===== config.mk =====
export PLATFORM = sky130hd
export DESIGN_NAME = keypad_debounce
export DESIGN_NICKNAME = d
export VERILOG_FILES = /design/src/rtl/keypad_debounce.sv
export SDC_FILE = /design/constraint.sdc
export NUM_CORES = 1
export LEC_CHECK = 0
export CAP_MARGIN = 20
export CORE_MARGIN = 3
export CORE_UTILIZATION = 50
export DETAILED_ROUTE_END_ITERATION = 12
export GPL_TIMING_DRIVEN = 0
export PLACE_DENSITY = 0.7
export SYNTH_ARGS = -nofsm -noshare
export SYNTH_HDL_FRONTEND = slang
export SYNTH_SLANG_ARGS = --single-unit

===== constraint.sdc =====
create_clock -name clk -period 1.7 [get_ports clk]
set_input_delay 0.255 -clock clk [delete_from_list [all_inputs] [get_ports clk]]
set_output_delay 0.255 -clock clk [all_outputs]
set_load 0.02 [all_outputs]

===== src/rtl/keypad_debounce.sv =====
// keypad_debounce: debounces a scanned key, holds the scanner row, decodes to hex and keeps a two-digit history
module keypad_debounce #(
    parameter int DEBOUNCE_CYCLES = 50000,
    parameter int CNT_W = $clog2(DEBOUNCE_CYCLES)
) (
    input  logic       clk,
    input  logic       reset,
    input  logic [7:0] key_val,
    output logic       scan_hold,
    output logic [3:0] key_hex,
    output logic       key_valid,
    output logic [3:0] digit_new,
    output logic [3:0] digit_old
);
    localparam logic [1:0] IDLE     = 2'd0;
    localparam logic [1:0] DEBOUNCE = 2'd1;
    localparam logic [1:0] HELD     = 2'd2;
    localparam logic [1:0] RELEASE  = 2'd3;
    localparam logic [CNT_W-1:0] CNT_MAX = CNT_W'(DEBOUNCE_CYCLES - 1);
    // key map packed row-major, entry {row,col} at nibble row*4+col
    localparam logic [63:0] HEX_LUT = 64'hDF0E_C987_B654_A321;

    logic [1:0]       state_q, state_d;
    logic [CNT_W-1:0] cnt_q, cnt_d;
    logic [7:0]       cand_q, cand_d;
    logic             hold_q, valid_q, accept;
    logic [3:0]       hex_q, new_q, old_q;
    logic             key_ok, match;
    logic [1:0]       row, col;
    logic [3:0]       cand_hex;

    assign key_ok   = $onehot(key_val[7:4]) && $onehot(key_val[3:0]);
    assign match    = key_val == cand_q;
    assign row      = cand_q[5] ? 2'd1 : cand_q[6] ? 2'd2 : cand_q[7] ? 2'd3 : 2'd0;
    assign col      = cand_q[1] ? 2'd1 : cand_q[2] ? 2'd2 : cand_q[3] ? 2'd3 : 2'd0;
    assign cand_hex = HEX_LUT[{row, col, 2'b00} +: 4];

    // press/release state machine; the counter saturates at CNT_MAX and clears on every state change
    always_comb begin
        state_d = state_q;
        cnt_d   = cnt_q;
        cand_d  = cand_q;
        accept  = 1'b0;
        case (state_q)
            IDLE: if (key_ok) begin
                cand_d  = key_val;
                cnt_d   = '0;
                state_d = DEBOUNCE;
            end
            DEBOUNCE: if (!match) begin
                cnt_d   = '0;
                state_d = IDLE;
            end else if (cnt_q == CNT_MAX) begin
                cnt_d   = '0;
                state_d = HELD;
                accept  = 1'b1;
            end else begin
                cnt_d = cnt_q + 1'b1;
            end
            HELD: if (!match) begin
                cnt_d   = '0;
                state_d = RELEASE;
            end
            default: if (match) begin
                cnt_d   = '0;
                state_d = HELD;
            end else if (cnt_q == CNT_MAX) begin
                cnt_d   = '0;
                state_d = IDLE;
            end else begin
                cnt_d = cnt_q + 1'b1;
            end
        endcase
    end

    // state, registered scanner hold, strobe and digit history
    always_ff @(posedge clk or negedge reset) begin
        if (!reset) begin
            state_q <= IDLE;
            cnt_q   <= '0;
            cand_q  <= '0;
            hold_q  <= 1'b0;
            valid_q <= 1'b0;
            hex_q   <= '0;
            new_q   <= '0;
            old_q   <= '0;
        end else begin
            state_q <= state_d;
            cnt_q   <= cnt_d;
            cand_q  <= cand_d;
            hold_q  <= state_d != IDLE;
            valid_q <= accept;
            if (accept) begin
                hex_q <= cand_hex;
                new_q <= cand_hex;
                old_q <= new_q;
            end
        end
    end

    assign scan_hold = hold_q;
    assign key_hex   = hex_q;
    assign key_valid = valid_q;
    assign digit_new = new_q;
    assign digit_old = old_q;
endmodule


# Word level (Yosys, flattened, before mapping)
# Index checks and enable logic that the tools add are counted.
[word_totals]
reg_bits = 36
in_bits = 10
out_inout_bits = 14
wordCells = 50
[op_classes]
n_addsub = 7
n_eq_ne = 8
shifts = 1
muxes = 22
reduce_logical = 5
[op_table]
columns = ["operator", "n"]
rows = [
  ["two-way mux 16 bit", 5],
  ["indexed part select 64 x 7 -> 4 bit (first input constant)", 1],
  ["case mux 16 bit (3 select lines)", 1],
  ["two-way mux 2 bit", 12],
  ["adder 16 x 1 -> 16 bit (second input constant)", 1],
  ["== test 16 bit (second input constant)", 1],
  ["adder 1 x 1 -> 2 bit", 4],
  ["== test 8 bit", 1],
  ["adder 2 x 2 -> 3 bit", 2],
  ["== test 3 x 1 -> 1 bit (second input constant)", 2],
  ["case mux 2 bit (3 select lines)", 1],
  ["!= test 2 bit (second input constant)", 2],
  ["AND reduction 2 bit", 2],
  ["two-way mux 1 bit", 3],
  ["== test 2 x 1 -> 1 bit (second input constant)", 1],
  ["== test 2 bit (second input constant)", 1],
  ["zero test 2 bit", 1],
  ["nonzero test 2 bit", 1],
  ["logical AND 1 bit", 1],
]

# Longest topological paths before layout
[depth]
depth_word = 7
depth_mapped = 11
ltp_nobuf = 10

# Worst setup path after synthesis
# OpenSTA, ideal clock, no wires.
[synth_timing]
path_type = "input to register"
start = "input port key_val[4]"
end = "register cand_q[1]"
setup_time_ns = 0.125
arrival_time_ns = 2.517
required_ns = 1.575
setup_slack_ns = -0.942
stages = 10
path_cell_list = "inv_1 -> fa_1 -> inv_1 -> ha_1 -> ha_1 -> nor4_2 -> nand2_1 -> nor2_1 -> buf_2 -> mux2_2"
[synth_between]
elab_chain_cells = 5
[synth_rtl]
columns = ["item", "line_no", "text"]
rows = [
  ["start: declaration", "8", "input logic [7:0] key_val,"],
  ["adder 1 x 1 -> 2 bit (implied by the code)", "32", "assign key_ok = $onehot(key_val[7:4]) && $onehot(key_val[3:0]);"],
  ["adder 2 x 2 -> 3 bit (implied by the code)", "32", ""],
  ["== test 3 x 1 -> 1 bit", "32", ""],
  ["logical AND 1 bit", "32", ""],
  ["AND reduction 2 bit (no line)", "-", ""],
  ["end signal: assignment", "90", "cand_q <= cand_d;"],
  ["end: declaration", "25", "logic [7:0] cand_q, cand_d;"],
]
# No other way between the ends.
# A chain may end at the register's enable or synchronous reset.

# Worst setup path after layout
[layout_timing]
start = "input port key_val[7]"
end = "register cnt_q[5]"
[layout_between]
elab_chain_cells = 6
word_cells_on_any_way = 11
[layout_rtl]
columns = ["item", "line_no", "text"]
rows = [
  ["adder 1 x 1 -> 2 bit (implied by the code)", "32", ""],
  ["adder 2 x 2 -> 3 bit (implied by the code)", "32", ""],
  ["== test 3 x 1 -> 1 bit", "32", ""],
  ["logical AND 1 bit", "32", ""],
  ["!= test 2 bit (no line)", "-", ""],
  ["AND reduction 2 bit (no line)", "-", ""],
  ["end signal: assignment", "89", "cnt_q <= cnt_d;"],
  ["end: declaration", "24", "logic [CNT_W-1:0] cnt_q, cnt_d;"],
]
# Several ways; a longest one is shown, not always the timed one.

==> impl_metrics.yaml <==
logic_synthesis:
  ys_types: 54
  syn_nets: 288
  synth_top_family_by_area: "simple AND/OR/NAND/NOR gates"
  syn_inst: 267
  yosys.area.top_type_share: 0.353
  synthSimpleGateAreaFrac: 0.202
  avgSynthCellArea_um2: 9.56
  syn_area_um2: 2550
  synth_xor_area_frac: 0.0333
  synthAdderAreaFrac: 0.0598
  seq_area_frac_synth: 0.353
  yosys-top-cells-area: "dfrtp_1, mux2_2, ha_1, a211oi_1, buf_4"
  ys_warn_count: 0
  muxShareOfSynthArea: 0.109
  synth_compound_area_frac: 0.163
  ys_ff_latch: 36
  yosys.area.top_type: "dfrtp_1"
worst_setup_path:
  crit_type: "in -> reg"
  crit_chain: "buf_8 > inv_6 > fa_1 > inv_1 > ha_2 > ha_4 > nor4_4 > buf_6 > a21o_4 > or4_1 > o211ai_1 > nor3b_2"
  crit_required_ps: 1920
  critPathLaunchType: "input port"
  critical_path_buf_inv_count: 4
  end_kind: "flop"
  critPathMaxStageDelay_ps: 520
  critPathArrivalTime_ps: 2490
  cpMaxStageDelayCell: "fa_1"
  cp_max_fo: 5
  cpLargestDelayFamily: "adder cells"
timing:
  setup_violations: 35
  timing.final.crit_period_ps: 2270
  tightestPinTransition_ps: 840
  rsz0062_at_grt: "true"
  fin_crit_sh: 1.34
  slew-limit-headroom: 0.440
  hold_viol_final: 0
  maxSlewViolCount: 0
  fmax_ghz: 0.440
  setup_ws_ps: -574
  fin_skew_ps: 5.15
placement:
  io_buffers: 23
  gp_congestion: 0.947
  placed_cell_area_um2: 2950
  place_ws_ps: -1490
  dpl.cell_count: 357
  dp_hpwl_um: 4240
die:
  ioPinCount: 24
  core-area_um2: 4820
  start_util: 0.530
  die_height_um: 77.5
  fp.dieW_um: 77.5
  dieArea_um2: 6000
  row_count: 25
power:
  p_total_mw: 3.57
  power.density_nw_per_um2: 974
  cell_internal_pwr_mw: 2.14
  power_frac_clock: 0.165
  seq_power_share: 0.338
  pwr-share-comb: 0.496
  switching_share: 0.400
  power.switching_mw: 1.43
  leakage_nw: 1.51
  peakVddDrop_uv: 709
clock_tree:
  clock_path_buffers: 2
  cts.sinks: 36
  cts_root_buf: "clkbuf_8"
  clkLatencyLatePin_ps: 290
  cts.clk_slew.worst_paths_ps: 70
  h-tree-depth: 2
  numCtsBuffers: 5
  cts_tree: "built"
layout:
  num-nets-final: 339
  area_delta_synth_final_pct: 43.4
  drive_gt1_frac: 0.447
  design_area_um2: 3660
  fin_util: 0.760
  antennaDiodeCount: 0
  fin_cells: 385
  nFillCells: 315
hold_path:
  min_path_type: "in -> async"
global_route:
  track_usage: 0.219
  grt_pass1_wl_um: 10400
  grt_max_degree: 37
  grt_pass1_vias: 2046
  grt_overflow: 0
  antenna_found_initial: 0
routing:
  avgViaCountPerCell: 6.08
  drt-total-wl_um: 7090
  vias: 2342
  drtIter0Drc: 215
  post_drt_wl_per_cell_um: 18.4
  dr.pass1.iters: 5
  postRouteAntennaNets: 0
  drc: 0
flow_run:
  drv_cap: 0
outcome:
  violations: "setup timing"
  status: "finished, violations left"
[registers in the layout (all words and copies together) (netlist names)]
register / flops
cand_q: 8
digit_new: 4
key_valid: 1
scan_hold: 1
digit_old: 4
cnt_q: 16
state_q: 2
[power by group through the flow]
stage | Combinational, mW | Clock, mW | Sequential (mW)
after floorplan | 1.04 | 0 | 1.13
after global placement | 1.26 | 0 | 1.16
after detailed placement | 1.30 | 0 | 1.17
after CTS | 1.51 | 0.608 | 1.16
after global routing | 1.92 | 0.640 | 1.23
final | 1.77 | 0.590 | 1.21
[stage by stage]
step | hold WS [ps] | setup TNS (ps)
floorplan | -40.6 | -14600
global placement | 475 | -60130
detailed placement | 402 | -43650
CTS | 87.4 | -16100
global route | 120 | -16820
finish | 63.3 | -13900
[synth_stat cells (all sizes together)]
cell and count:
o31ai 2, a21boi 1, nand4 10, a211o 1
a211oi 15, nor2 15, or3 4, mux2i 3
nor4 6, fa 2, nand2 16, a221oi 1
buf 16, and4 1, nand3b 1, nor3 8
and3 2, clkbuf 3, nor4b 1, a21o 3
nand3 11, nand2b 2, a31oi 1, o211ai 3
dfrtp 36, a221o 3, a22o 1, a2111oi 1
or2 2, and3b 1, or4 4, o2111ai 1
mux2 22, ha 9, and2 3, nor2b 1
o21a 6, a21oi 11, xnor2 8, inv 20
nor3b 1, nor4bb 2, o21ai 7
[worst reg2reg max path, stage by stage (launching register included)]
cell,delay [ps]
dfrtp_2,460
xnor2_1,290
nand4_4,240
o21a_1,260
buf_6,160
a221oi_4,370
buf_6,230
a211oi_1,60
[cells by family (layout without fill, tap and decap cells)]
logic type,count (synthesis),count (layout)
compound gates,57,58
xor+xnor,8,8
fa+ha+maj,11,11
buf+inv,39,89
flops,36,36
mux,25,25
simple gates,91,91
[area by class of cell]
cell class	instances	area, um2	share of cell area
clock inverter	1	5.00	0.00137
tap	67	83.8	0.0229
timing repair buffer	44	462	0.126
inverter	20	90.1	0.0246
buffer	18	163	0.0444
sequential	36	910	0.248
multi-input combinational	193	1880	0.512
clock buffer	6	72.6	0.0198
[layer usage]
| layer | share of wire | vias to the layer above | track usage |
|---|---|---|---|
| met5 | 0 | - | 0 |
| met4 | 0.016 | 0 | 0.0641 |
| met3 | 0.071 | 13 | 0.0545 |
| met2 | 0.47 | 101 | 0.340 |
| met1 | 0.44 | 1148 | 0.302 |
| li1 | - | 1080 | - |
[path summary, 6_finish.rpt]
path | end | start | cells after the start | slack, ps
worst min-delay path | cnt_q[9] | reset | 1 | 60
worst max-delay path | cnt_q[5] | key_val[7] | 12 | -570
worst min register to register | digit_old[3] | digit_old[3] | 1 | 500
worst max register to register | cnt_q[13] | cand_q[3] | 7 | -490
max in group asynchronous | cnt_q[12] | reset | 1 | 1060
min in group clk | cand_q[4] | key_val[4] | 2 | 200
[placed cells by master, fill, tap and decap left out, types with 9 or more instances in the layout]
cell type	Yosys	layout
clkdlybuf4s50_1	0	15
inv_1	20	15
buf_4	10	21
mux2_4	0	13
nor2_1	15	11
nand2_1	16	13
buf_6	2	10
mux2_2	21	9
dfrtp_1	36	29
a211oi_2	2	11
[repair_timing]
action	4_1_cts	5_1_grt
cloned	1	2
pin swaps	13	23
setup endpoints to repair	36	37
hold buffers	0	0
buffers inserted	11	12
resized for setup	70	59
Note: power is estimated with default switching activity, not from simulation.
==> patch: new RTL, same settings <==
The output `key_valid` loses its register stage (`valid_q` becomes a continuous assignment).
--- a/src/rtl/keypad_debounce.sv
+++ b/src/rtl/keypad_debounce.sv
@@ -80,7 +80,6 @@
             cnt_q   <= '0;
             cand_q  <= '0;
             hold_q  <= 1'b0;
-            valid_q <= 1'b0;
             hex_q   <= '0;
             new_q   <= '0;
             old_q   <= '0;
@@ -89,7 +88,6 @@
             cnt_q   <= cnt_d;
             cand_q  <= cand_d;
             hold_q  <= state_d != IDLE;
-            valid_q <= accept;
             if (accept) begin
                 hex_q <= cand_hex;
                 new_q <= cand_hex;
@@ -98,6 +96,8 @@
         end
     end
 
+    assign valid_q = accept;
+
     assign scan_hold = hold_q;
     assign key_hex   = hex_q;
     assign key_valid = valid_q;
Behaviour: no difference found for any inputs over 10 cycles, from zero or initial values and one cycle with reset low; that may be too few to reach the edited logic, so the function may still have changed.
==> patch against the original RTL <==
- the flow still finishes with violations (setup timing)
- worst setup slack worse by 0.14 ns
- routed wire length fell by 4.2%
- sequential cell count shrank 1
- count of clock-buffer cells in the layout decreased by 1
- core utilization shrank 1.9 points
- total power rose by 6.4%
- fmax decreased by 6.0%
- final area shrank 2.5%
- area after synthesis fell by 0.98%
- highest routed layer unchanged
==> patch: results (changes against the original RTL) <==
Parameter                              Value

Status
  Outcome ... finished with violations (unchanged)
  Failing checks ... setup timing (unchanged)

Synthesis
  Share of async-settable or async-resettable flops after synthesis ... 100.0% (unchanged)
  Sequential area share after synthesis ... 34.64% (was 35.28%)
  Top cells by count, synth ... dfrtp_1 (35), mux2_2 (21), inv_1 (20) (was dfrtp_1 (36), mux2_2 (21), inv_1 (20))
  Number of warnings reported in the yosys synthesis log ... 0 (unchanged)
  Net count of the mapped netlist ... 287 (was 288)
  Netlist cell types ... 54 (unchanged)
  Cell types occupying the most area after synthesis ... dfrtp_1 (35%), mux2_2 (9.4%), ha_1 (4.5%) (was dfrtp_1 (35%), mux2_2 (9.3%), ha_1 (4.4%))

Power
  Static leakage power ... 1.535 nW (was 1.511 nW)
  Peak VDD IR ... 0.6278 mV (was 0.7085 mV)
  Switching Fraction ... 36.26% (was 39.99%)

Final layout
  Net count of the finished layout ... 340 (was 339)
  Top flop regs ... cnt_q x16, cand_q x8 (unchanged)
  Fraction of layout instances using a drive strength above 1 ... 41.56% (was 44.65%)
  Number of filler instances in the final layout ... 356 (was 315)
  Number of antenna diodes ... 0 (unchanged)

Global route
  Routing usage on met2 ... 36.67% (was 34.02%)
  Via count of the first global-routing pass ... 2232 (was 2046)
  Pin count of the biggest net entering global routing ... 36 (was 37)
  Met3 capacity usage during global routing ... 5.399% (was 5.452%)
  Wire length of the first global-routing pass ... 11330 µm (was 10410 µm)
  Initial antenna violation count ... 0 (unchanged)
  Global-route usage over all layers ... 23.88% (was 21.91%)
  Global-route track usage on met1 ... 33.23% (was 30.24%)

Setup path
  Gate family responsible for the most delay along the worst path ... adder cells (unchanged)
  Max Fanout on Critical Path ... 4 (was 5)
  Cell with the largest stage delay on the worst path ... fa_1 (unchanged)
  Data arrival time of the critical path ... 2.63 ns (was 2.49 ns)
  Stage delay of the slowest cell on the critical path ... around 0.53 ns

STA
  Number of endpoints failing setup at the final stage ... 36 (was 35)
  Relative slew margins ... 46.43% (was 44.03%)
  Setup Skew ... 0.01177 ns (was 0.005150 ns)
  Setup tns final ... -17.20 ns (was -13.90 ns)
  Fin worst setup slack ... -0.7180 ns (was -0.5736 ns)

Worst hold path
  Hold Crit Class ... primary input to async pin (unchanged)

Detailed routing
  Count of routing violations after the opening detailed-route iteration ... 297 (was 215)
  Average routed wire per standard cell ... 17.54 µm (was 18.42 µm)
  Via/cell ratio ... 6.008 (was 6.083)
  Number of detailed-routing iterations run before antenna repair ... 5 (unchanged)

CTS
  Clock edge transition at the registers on the reported setup and hold paths ... ~0.080 ns
  TritonCTS Buffers ... 5 (unchanged)
  CTS Root Cell ... clkbuf_8 (unchanged)
  H-tree level count ... 2 (unchanged)
  Maximum clock path buffer count ... 2 (unchanged)
  Clk_lat worst skew ... 0.29 ns (about the same)

Placement
  Final GP Congestion ... 0.9041 (was 0.9467)
  Total half-perimeter wirelength after legalization and detailed placement ... 4152 µm (was 4244 µm)
  Port-buffer cells ... 23 (unchanged)
patch: power groups by stage:
stage          Sequential [mW]  Clock (mW)  Combinational, mW
2_1_floorplan             1.10           0               1.04
4_1_cts                   1.14       0.920               1.59
5_1_grt                   1.20       0.953               1.87
3_5_place_dp              1.14           0               1.30
6_report                  1.18       0.908               1.71
3_3_place_gp              1.13           0               1.27
patch: worst reg2reg max path, stage by stage, from the launching register on:
cell	delay, ns
dfrtp_1	0.36
buf_2	0.17
xnor2_2	0.21
nand4_4	0.16
buf_4	0.19
o21ai_1	0.41
a21boi_1	0.22
a221o_1	0.34
patch: path summary, 6_finish.rpt:
| check | start | end | slack [ns] | cells after the start |
|---|---|---|---|---|
| max | key_val[7] | cnt_q[5] | -0.72 | 13 |
| min in group clk | key_val[4] | cand_q[4] | 0.22 | 2 |
| min | reset | digit_old[3] | 0.05 | 1 |
| min reg2reg | digit_old[2] | digit_old[2] | 0.49 | 1 |
| max reg2reg | cand_q[6] | cnt_q[6] | -0.48 | 7 |
| max in group asynchronous | reset | cnt_q[1] | 1.10 | 1 |
patch: routing by layer:
layer	vias to the layer above	routed length, µm
li1	1082	-
met1	1110	3050
met2	109	3100
met3	24	483
met4	0	155
met5	-	0
patch: repair_timing:
item                                    in CTS  in global routing
pin swaps                                   16                 13
hold buffers                                 0                  0
cloned                                       3                  0
endpoints found under the setup margin      36                 38
setup buffers                               17                  5
resized for setup                           76                 24
patch: cell families after synthesis:
group,synth area share [%]
buf+inv,8.065
compound gates,16.48
mux,10.98
xor+xnor,3.365
flops,34.64
simple gates,20.44
fa+ha+maj,6.037
patch: final cells by class:
class / count / area, µm² / area share (%)
well taps: 67 / 83.83 / 2.348
flip-flops and latches: 35 / 879.6 / 24.64
plain buffers: 17 / 131.4 / 3.680
clock inverters: 3 / 67.56 / 1.893
multi-input cells: 193 / 1785 / 50.02
repair buffers: 47 / 465.4 / 13.04
clock buffers: 5 / 68.82 / 1.928
inverters: 20 / 87.58 / 2.454
patch: through the flow:
stage | worst slack (ns) | cell area (µm²) | power (mW) | std cells
finish | -0.7180 | 3570 | 3.796 | 387
floorplan | -0.6414 | 2631 | 2.145 | 266
detailed placement | -1.509 | 2940 | 2.435 | 356
global route | -0.7470 | 3570 | 4.027 | 387
CTS | -0.6745 | 3441 | 3.659 | 383
global placement | -1.461 | 2945 | 2.404 | 356
